`src/rtl/bootloader_supervisor_pkg.sv`:
```
// Shared encodings and derived-constant helpers for the bootloader supervisor.
// Derived widths are computed in the top from its parameters using these functions.
package bootloader_supervisor_pkg;

    typedef enum logic [1:0] {
        ST_WAIT_HOST = 2'd0,
        ST_CONNECTED = 2'd1,
        ST_HOLDOFF   = 2'd2,
        ST_BOOT      = 2'd3
    } state_e;

    localparam int US_PER_MS = 1000;

    function automatic int calc_div(input int clk_hz);
        return clk_hz / 1000000;
    endfunction

    // CONNECTED breathes twice as fast; never let the divider collapse to zero.
    function automatic int calc_step_div_conn(input int step_us);
        return (step_us / 2 < 1) ? 1 : step_us / 2;
    endfunction

    function automatic int cnt_width(input int max_val);
        return (max_val < 1) ? 1 : $clog2(max_val + 1);
    endfunction

endpackage

```
`src/rtl/bootloader_supervisor_breathe_pwm.sv`:
```
// Breathing status LED: triangle-wave brightness level driving a free-running PWM.
// force_off parks the level at 0 (direction up) and blanks the LED.
module breathe_pwm #(
    parameter int PWM_BITS = 8
) (
    input  logic clk,
    input  logic reset,
    input  logic step_tick,
    input  logic force_off,
    output logic led
);

    localparam logic [PWM_BITS-1:0] LEVEL_MAX = '1;

    logic [PWM_BITS-1:0] level_q, level_d;
    logic [PWM_BITS-1:0] pwm_cnt_q, pwm_cnt_d;
    logic                dir_up_q, dir_up_d;
    logic                led_q, led_d;

    always_comb begin
        pwm_cnt_d = pwm_cnt_q + PWM_BITS'(1);
        level_d   = level_q;
        dir_up_d  = dir_up_q;
        if (force_off) begin
            level_d  = '0;
            dir_up_d = 1'b1;
        end else if (step_tick) begin
            // Reaching an end costs one step of hold while the direction flips.
            if (dir_up_q) begin
                if (level_q == LEVEL_MAX) dir_up_d = 1'b0;
                else                      level_d  = level_q + PWM_BITS'(1);
            end else begin
                if (level_q == '0) dir_up_d = 1'b1;
                else               level_d  = level_q - PWM_BITS'(1);
            end
        end
        led_d = !force_off && (level_q > pwm_cnt_q);
    end

    always_ff @(posedge clk or posedge reset) begin
        if (reset) begin
            level_q   <= '0;
            pwm_cnt_q <= '0;
            dir_up_q  <= 1'b1;
            led_q     <= 1'b0;
        end else begin
            level_q   <= level_d;
            pwm_cnt_q <= pwm_cnt_d;
            dir_up_q  <= dir_up_d;
            led_q     <= led_d;
        end
    end

    assign led = led_q;

endmodule

```
`src/rtl/bootloader_supervisor.sv`:
```
// Bootloader supervisor: us/ms tick generation, host-presence tracking from SOF,
// boot arbitration with holdoff, and the mode-dependent breathing status LED.
//
//   state        | meaning
//   -------------+-----------------------------------------------------------
//   ST_WAIT_HOST | no host seen yet; slow breathing; optional autonomous boot
//   ST_CONNECTED | SOFs arriving; fast breathing; SOF restarts the ms timer
//   ST_HOLDOFF   | boot decided; counting HOLDOFF_US before asserting boot
//   ST_BOOT      | boot asserted; terminal until reset
module bootloader_supervisor
    import bootloader_supervisor_pkg::*;
#(
    parameter int CLK_HZ     = 48000000,
    parameter int PWM_BITS   = 8,
    parameter int STEP_US    = 1000,
    parameter int TIMEOUT_MS = 1000,
    parameter int TIMEOUT_EN = 1,
    parameter int HOLDOFF_US = 100
) (
    input  logic       clk,
    input  logic       reset,
    input  logic       sof_valid,
    input  logic       boot_req,
    output logic       led,
    output logic       boot,
    output logic       host_present,
    output logic [1:0] state
);

    localparam int DIV           = calc_div(CLK_HZ);
    localparam int STEP_DIV_CONN = calc_step_div_conn(STEP_US);
    localparam int PRE_W         = cnt_width(DIV - 1);
    localparam int MSC_W         = cnt_width(US_PER_MS - 1);
    localparam int TMO_W         = cnt_width(TIMEOUT_MS);
    localparam int HO_W          = cnt_width(HOLDOFF_US);
    localparam int STP_W         = cnt_width(STEP_US);

    localparam logic [PRE_W-1:0] PRE_LAST        = PRE_W'(DIV - 1);
    localparam logic [MSC_W-1:0] MSC_LAST        = MSC_W'(US_PER_MS - 1);
    localparam logic [TMO_W-1:0] TMO_MAX         = TMO_W'(TIMEOUT_MS);
    localparam logic [HO_W-1:0]  HO_LAST         = HO_W'(HOLDOFF_US - 1);
    localparam logic [STP_W-1:0] STP_WAIT_RELOAD = STP_W'(STEP_US - 1);
    localparam logic [STP_W-1:0] STP_CONN_RELOAD = STP_W'(STEP_DIV_CONN - 1);

    state_e           state_q, state_d;
    logic [PRE_W-1:0] pre_q, pre_d;
    logic [MSC_W-1:0] us_in_ms_q, us_in_ms_d;
    logic [TMO_W-1:0] ms_tmr_q, ms_tmr_d, ms_tmr_inc;
    logic [HO_W-1:0]  ho_q, ho_d;
    logic [STP_W-1:0] step_q, step_d;
    logic             boot_q, boot_d;
    logic             host_q, host_d;
    logic             us_tick, ms_tick, step_tick;
    logic             timeout_hit, holdoff_hit, force_off;

    assign us_tick     = (pre_q == PRE_LAST);
    assign ms_tick     = us_tick && (us_in_ms_q == MSC_LAST);
    assign ms_tmr_inc  = (ms_tick && ms_tmr_q != TMO_MAX) ? ms_tmr_q + TMO_W'(1) : ms_tmr_q;
    // Hit is taken on the tick that brings the timer to the limit, not one cycle later.
    assign timeout_hit = (ms_tmr_inc == TMO_MAX);
    assign holdoff_hit = us_tick && (ho_q == HO_LAST);

    always_comb begin
        state_d    = state_q;
        ms_tmr_d   = ms_tmr_inc;
        ho_d       = ho_q;
        pre_d      = us_tick ? '0 : pre_q + PRE_W'(1);
        us_in_ms_d = ms_tick ? '0 : (us_tick ? us_in_ms_q + MSC_W'(1) : us_in_ms_q);

        unique case (state_q)
            ST_WAIT_HOST: begin
                if (boot_req) begin
                    state_d = ST_HOLDOFF;
                end else if (sof_valid) begin
                    state_d  = ST_CONNECTED;
                    ms_tmr_d = '0;
                end else if (TIMEOUT_EN != 0 && timeout_hit) begin
                    state_d = ST_HOLDOFF;
                end
            end
            ST_CONNECTED: begin
                if (boot_req) begin
                    state_d = ST_HOLDOFF;
                end else if (sof_valid) begin
                    ms_tmr_d = '0;
                end else if (timeout_hit) begin
                    if (TIMEOUT_EN != 0) begin
                        state_d = ST_HOLDOFF;
                    end else begin
                        state_d  = ST_WAIT_HOST;
                        ms_tmr_d = '0;
                    end
                end
            end
            ST_HOLDOFF: begin
                if (holdoff_hit)  state_d = ST_BOOT;
                else if (us_tick) ho_d    = ho_q + HO_W'(1);
            end
            ST_BOOT: begin
                state_d = ST_BOOT;
            end
        endcase

        // Restart the microsecond phase so the holdoff is exactly HOLDOFF_US*DIV cycles.
        if (state_d == ST_HOLDOFF && state_q != ST_HOLDOFF) begin
            pre_d = '0;
            ho_d  = '0;
        end

        boot_d = boot_q || (state_d == ST_BOOT);
        host_d = (state_d == ST_CONNECTED);
    end

    always_comb begin
        step_d    = step_q;
        step_tick = 1'b0;
        if (state_q == ST_WAIT_HOST || state_q == ST_CONNECTED) begin
            if (us_tick) begin
                if (step_q == '0) begin
                    step_tick = 1'b1;
                    step_d    = (state_q == ST_CONNECTED) ? STP_CONN_RELOAD : STP_WAIT_RELOAD;
                end else begin
                    step_d = step_q - STP_W'(1);
                end
            end
        end else begin
            step_d = '0;
        end
    end

    assign force_off = (state_d == ST_HOLDOFF) || (state_d == ST_BOOT);

    always_ff @(posedge clk or posedge reset) begin
        if (reset) begin
            state_q    <= ST_WAIT_HOST;
            pre_q      <= '0;
            us_in_ms_q <= '0;
            ms_tmr_q   <= '0;
            ho_q       <= '0;
            step_q     <= '0;
            boot_q     <= 1'b0;
            host_q     <= 1'b0;
        end else begin
            state_q    <= state_d;
            pre_q      <= pre_d;
            us_in_ms_q <= us_in_ms_d;
            ms_tmr_q   <= ms_tmr_d;
            ho_q       <= ho_d;
            step_q     <= step_d;
            boot_q     <= boot_d;
            host_q     <= host_d;
        end
    end

    breathe_pwm #(
        .PWM_BITS(PWM_BITS)
    ) u_breathe (
        .clk      (clk),
        .reset    (reset),
        .step_tick(step_tick),
        .force_off(force_off),
        .led      (led)
    );

    assign boot         = boot_q;
    assign host_present = host_q;
    assign state        = state_q;

endmodule

```
`config.mk`:
```
export PLATFORM = sky130hd
export DESIGN_NAME = bootloader_supervisor
export DESIGN_NICKNAME = d
export VERILOG_FILES = /design/src/rtl/bootloader_supervisor_pkg.sv /design/src/rtl/bootloader_supervisor_breathe_pwm.sv /design/src/rtl/bootloader_supervisor.sv
export SDC_FILE = /design/constraint.sdc
export NUM_CORES = 1
export LEC_CHECK = 0
export ABC_AREA = 1
export BUFFER_PORTS_ARGS = -buffer_cell sky130_fd_sc_hd__buf_2
export CAP_MARGIN = 20
export CORE_AREA = 2 2 135 84
export DETAILED_ROUTE_END_ITERATION = 8
export DIE_AREA = 0 0 137 86
export REMOVE_ABC_BUFFERS = 1
export SLEW_MARGIN = 20
export SYNTH_ARGS = -nofsm -noshare
export SYNTH_HDL_FRONTEND = slang
export SYNTH_HIERARCHICAL = 1
export SYNTH_SLANG_ARGS = --single-unit
```
`constraint.sdc`:
```
create_clock -name clk -period 2.9 [get_ports clk]
set_input_delay 0.58 -clock clk [delete_from_list [all_inputs] [get_ports clk]]
set_output_delay 0.58 -clock clk [all_outputs]
set_load 0.01 [all_outputs]
```
==> run_results.csv <==
group,metric,value,unit
route,drt-total-wl,9630,um
sta,slew_headroom,55.5,%
synth,ys.warnings.count,6,
synth,ys_types,39,
sta,fmax,377,MHz
global_routing,overflow,0,
job,max-cap-violations,0,
route,routedWlPerCell,13.3,um
synth,syn_inst,562,
floorplanning,initial_core_util,39.6,%
worst_setup_path,timing.rr.start,"ms_tmr_q[0]",
sta,layout_min_cycle_time,2.65,ns
place,port_buffers,8,
synth,avgSynthCellArea,7.36,um2
synth,yosys_most_used_dff,"dfrtp_1",
global_routing,grt_pass1_vias,3318,
pwr,report.power.total,0.00245,W
global_routing,grt_use_total,17.3,%
clock_tree,clk_latency,0.33,ns
clock_tree,clockBufferDepth,2,
route,first_iter_violations,390,
cells_and_area,n_antenna_cell,0,
route,route.detailed.vias_per_inst,5.06,
clock_tree,htreeDepth,3,
floorplanning,num_rows,29,
cells_and_area,fin_area,4670,um2
worst_setup_path,cp.required,3.12,ns
status,outcome,"complete, no violations",
sta,setup_viol,0,
place,gp_congestion,0.860,
pwr,p_per_area,525,nW/um2
floorplanning,die_area,11800,um2
route,num_vias,3665,
cells_and_area,layout-drive-gt1-share,10.2,%
sta,final-hold-violation-count,0,
cells_and_area,syn2layout_area_growth,12.9,%
sta,hold_ws,0.362,ns
cells_and_area,fin_nets,607,
worst_setup_path,end_kind,"flip-flop",
route,ant_nets,0,
synth,syn_area,4140,um2
sta,finalSetupTns,0,ns
route,remaining_drc_errors,0,
worst_setup_path,worstSetupStartpointType,"flip-flop",
synth,synth_top_area_share,38.7,%
floorplanning,die_h,86,um
global_routing,antenna_found_initial,0,
global_routing,grt_pass1_wl,16000,um
sta,fin_crit_sh,91.5,%
global_routing,grt_max_degree,48,
worst_setup_path,crit_fanout,7,
sta,worst_pin_slew,0.667,ns
sta,slew_viol_final,0,
pwr,irDropWorstVdd,0.323,mV
place,dpl_cell_area,4340,um2
worst_setup_path,crit_start,"ms_tmr_q[0]",
floorplanning,ioPinCount,9,
sta,clock_skew,0.00671,ns
floorplanning,coreArea,10500,um2
place,dp_hpwl,7020,um
route,drt_first_pass_iters,5,
sta,rsz0062_at_grt,"no",
clock_tree,hold_buffers,0,
place,dp_slack,0.119,ns
clock_tree,clkSinkCount,65,
synth,synth_edf_count,0,
clock_tree,cts_tree,"done",
hold_path,hp-class,"in2async",
synth,synth_seq_cells,65,
pwr,cellLeakagePower,2.31,nW
floorplanning,die_x,137,um
clock_tree,cts-root-buf,"clkbuf_16",
clock_tree,cts-buffers-inserted,9,
synth,synth.area.top_cells,"dfrtp_1 (39%), nand2_1 (12%), inv_1 (7.3%)",
synth,synth_area_leader_cell,"dfrtp_1",
worst_setup_path,crit_type,"reg2reg",
sta,fin_ws,0.247,ns
worst_setup_path,crit_arrival,2.87,ns
synth,synth_seq_area_share,39.4,%
clock_tree,clk_pin_slew,0.06,ns
synth,synthArstFlopShare,100,%
==> sequential cells by signal, indices dropped and copies added (netlist names) <==
signal               count
boot                     1
ho_q                     7
host_present             1
ms_tmr_q                10
pre_q                    6
state                    2
step_q                  10
u_breathe/dir_up_q       1
u_breathe/led            1
u_breathe/level_q        8
u_breathe/pwm_cnt_q      8
us_in_ms_q              10
==> stage by stage <==
stage / utilization, % / instances
2_1_floorplan: - / 554
3_3_place_gp: 41.5 / 706
3_5_place_dp: 41.5 / 706
4_1_cts: 44.4 / 722
5_1_grt: 44.7 / 725
6_report: 44.7 / 725
==> worst paths after layout <==
check / to / slack [ns] / cells after the start
setup / recovery: u_breathe/level_q[5] / 0.25 / 17
hold / removal: u_breathe/pwm_cnt_q[6] / 0.36 / 2
hold reg to reg: boot / 0.46 / 2
max in group asynchronous: ho_q[5] / 2.04 / 3
min in group clk: boot / 0.46 / 2
setup reg to reg: u_breathe/level_q[5] / 0.25 / 17
==> synth_stat cells, types with 2 or more instances <==
| master | instances |
|---|---|
| a21oi_1 | 25 |
| a31oi_1 | 3 |
| buf_2 | 3 |
| clkbuf_1 | 3 |
| dfrtp_1 | 64 |
| ha_1 | 21 |
| inv_1 | 80 |
| inv_2 | 4 |
| nand2_1 | 133 |
| nand2_2 | 5 |
| nand3_1 | 45 |
| nand3_2 | 4 |
| nand3b_1 | 2 |
| nand4_1 | 13 |
| nor2_1 | 72 |
| nor2_2 | 5 |
| nor2_4 | 3 |
| nor3_1 | 18 |
| o211ai_1 | 3 |
| o21ai_0 | 16 |
| o22ai_1 | 2 |
| or2_1 | 2 |
| xnor2_1 | 7 |
| xor2_1 | 14 |
==> logic make-up after synthesis <==
| kind of cell | after synthesis | share of synthesized area [%] |
|---|---|---|
| xor gates and xnor gates | 21 | 4.45 |
| adders and majority gates | 22 | 6.84 |
| DFF | 65 | 39.4 |
| buffers and inverters | 93 | 8.80 |
| AOI/OAI and AO/OA | 54 | 7.35 |
| muxes | 1 | 0.272 |
| and+or+nand+nor | 306 | 32.9 |
==> placed cells by master, fill, tap and decap left out, types with 3 or more instances in the layout <==
cell type and count:
a21oi_1 25, a31oi_1 3, buf_2 8, buf_4 7, clkbuf_16 9, clkbuf_8 4, dfrtp_1 64, ha_1 21
inv_1 78, inv_2 5, nand2_1 132, nand2_2 6, nand3_1 45, nand3_2 4, nand4_1 13, nor2_1 72
nor2_2 5, nor2_4 3, nor3_1 18, o211ai_1 3, o21ai_0 16, xnor2_1 7, xor2_1 14
==> per-layer routing <==
| layer | part of all wire (%) | routed length [um] | track usage (%) | vias up |
|---|---|---|---|---|
| li1 | - | - | - | 1845 |
| met1 | 52 | 5040 | 26.0 | 1728 |
| met2 | 42 | 4040 | 24.6 | 84 |
| met3 | 4.8 | 461 | 4.14 | 8 |
| met4 | 0.85 | 82 | 4.69 | 0 |
| met5 | 0 | 0 | 0 | - |
==> area by class of cell <==
type	count	area (um2)
tap	139	174
fill	1038	5780
inverter	85	323
timing repair buffer	16	104
clock inverter	2	10.0
multi-input combinational	404	2150
sequential	65	1630
clock buffer	14	284
==> report_power, final <==
group,internal (W),switching (W),leakage (nW)
clock network,0.000669,0.000386,0.149
logic,0.000125,0.000179,1.34
registers,0.00100,0.0000917,0.825
total,0.00179,0.000656,2.31
==> repair_timing <==
action                                  CTS  global route
endpoints found under the setup margin    0             7
resized for setup                         0             3
setup buffers                             0             3
==> critical path, cell delays in order (launching register included) <==
cell        delay, ns
dfrtp_1          0.43
inv_1            0.14
ha_1             0.20
nand2_1          0.07
nor2_1           0.09
nand3_1          0.19
nand3_1          0.20
o21ai_0          0.13
nand2_1          0.08
nand2_1          0.05
nor2_1           0.10
nand2_1          0.11
nand2_2          0.15
clkinvlp_4       0.17
nand3_1          0.14
nand3_2          0.15
nand2_1          0.10
nand2_1          0.05
(Power assumes the default switching activity.)
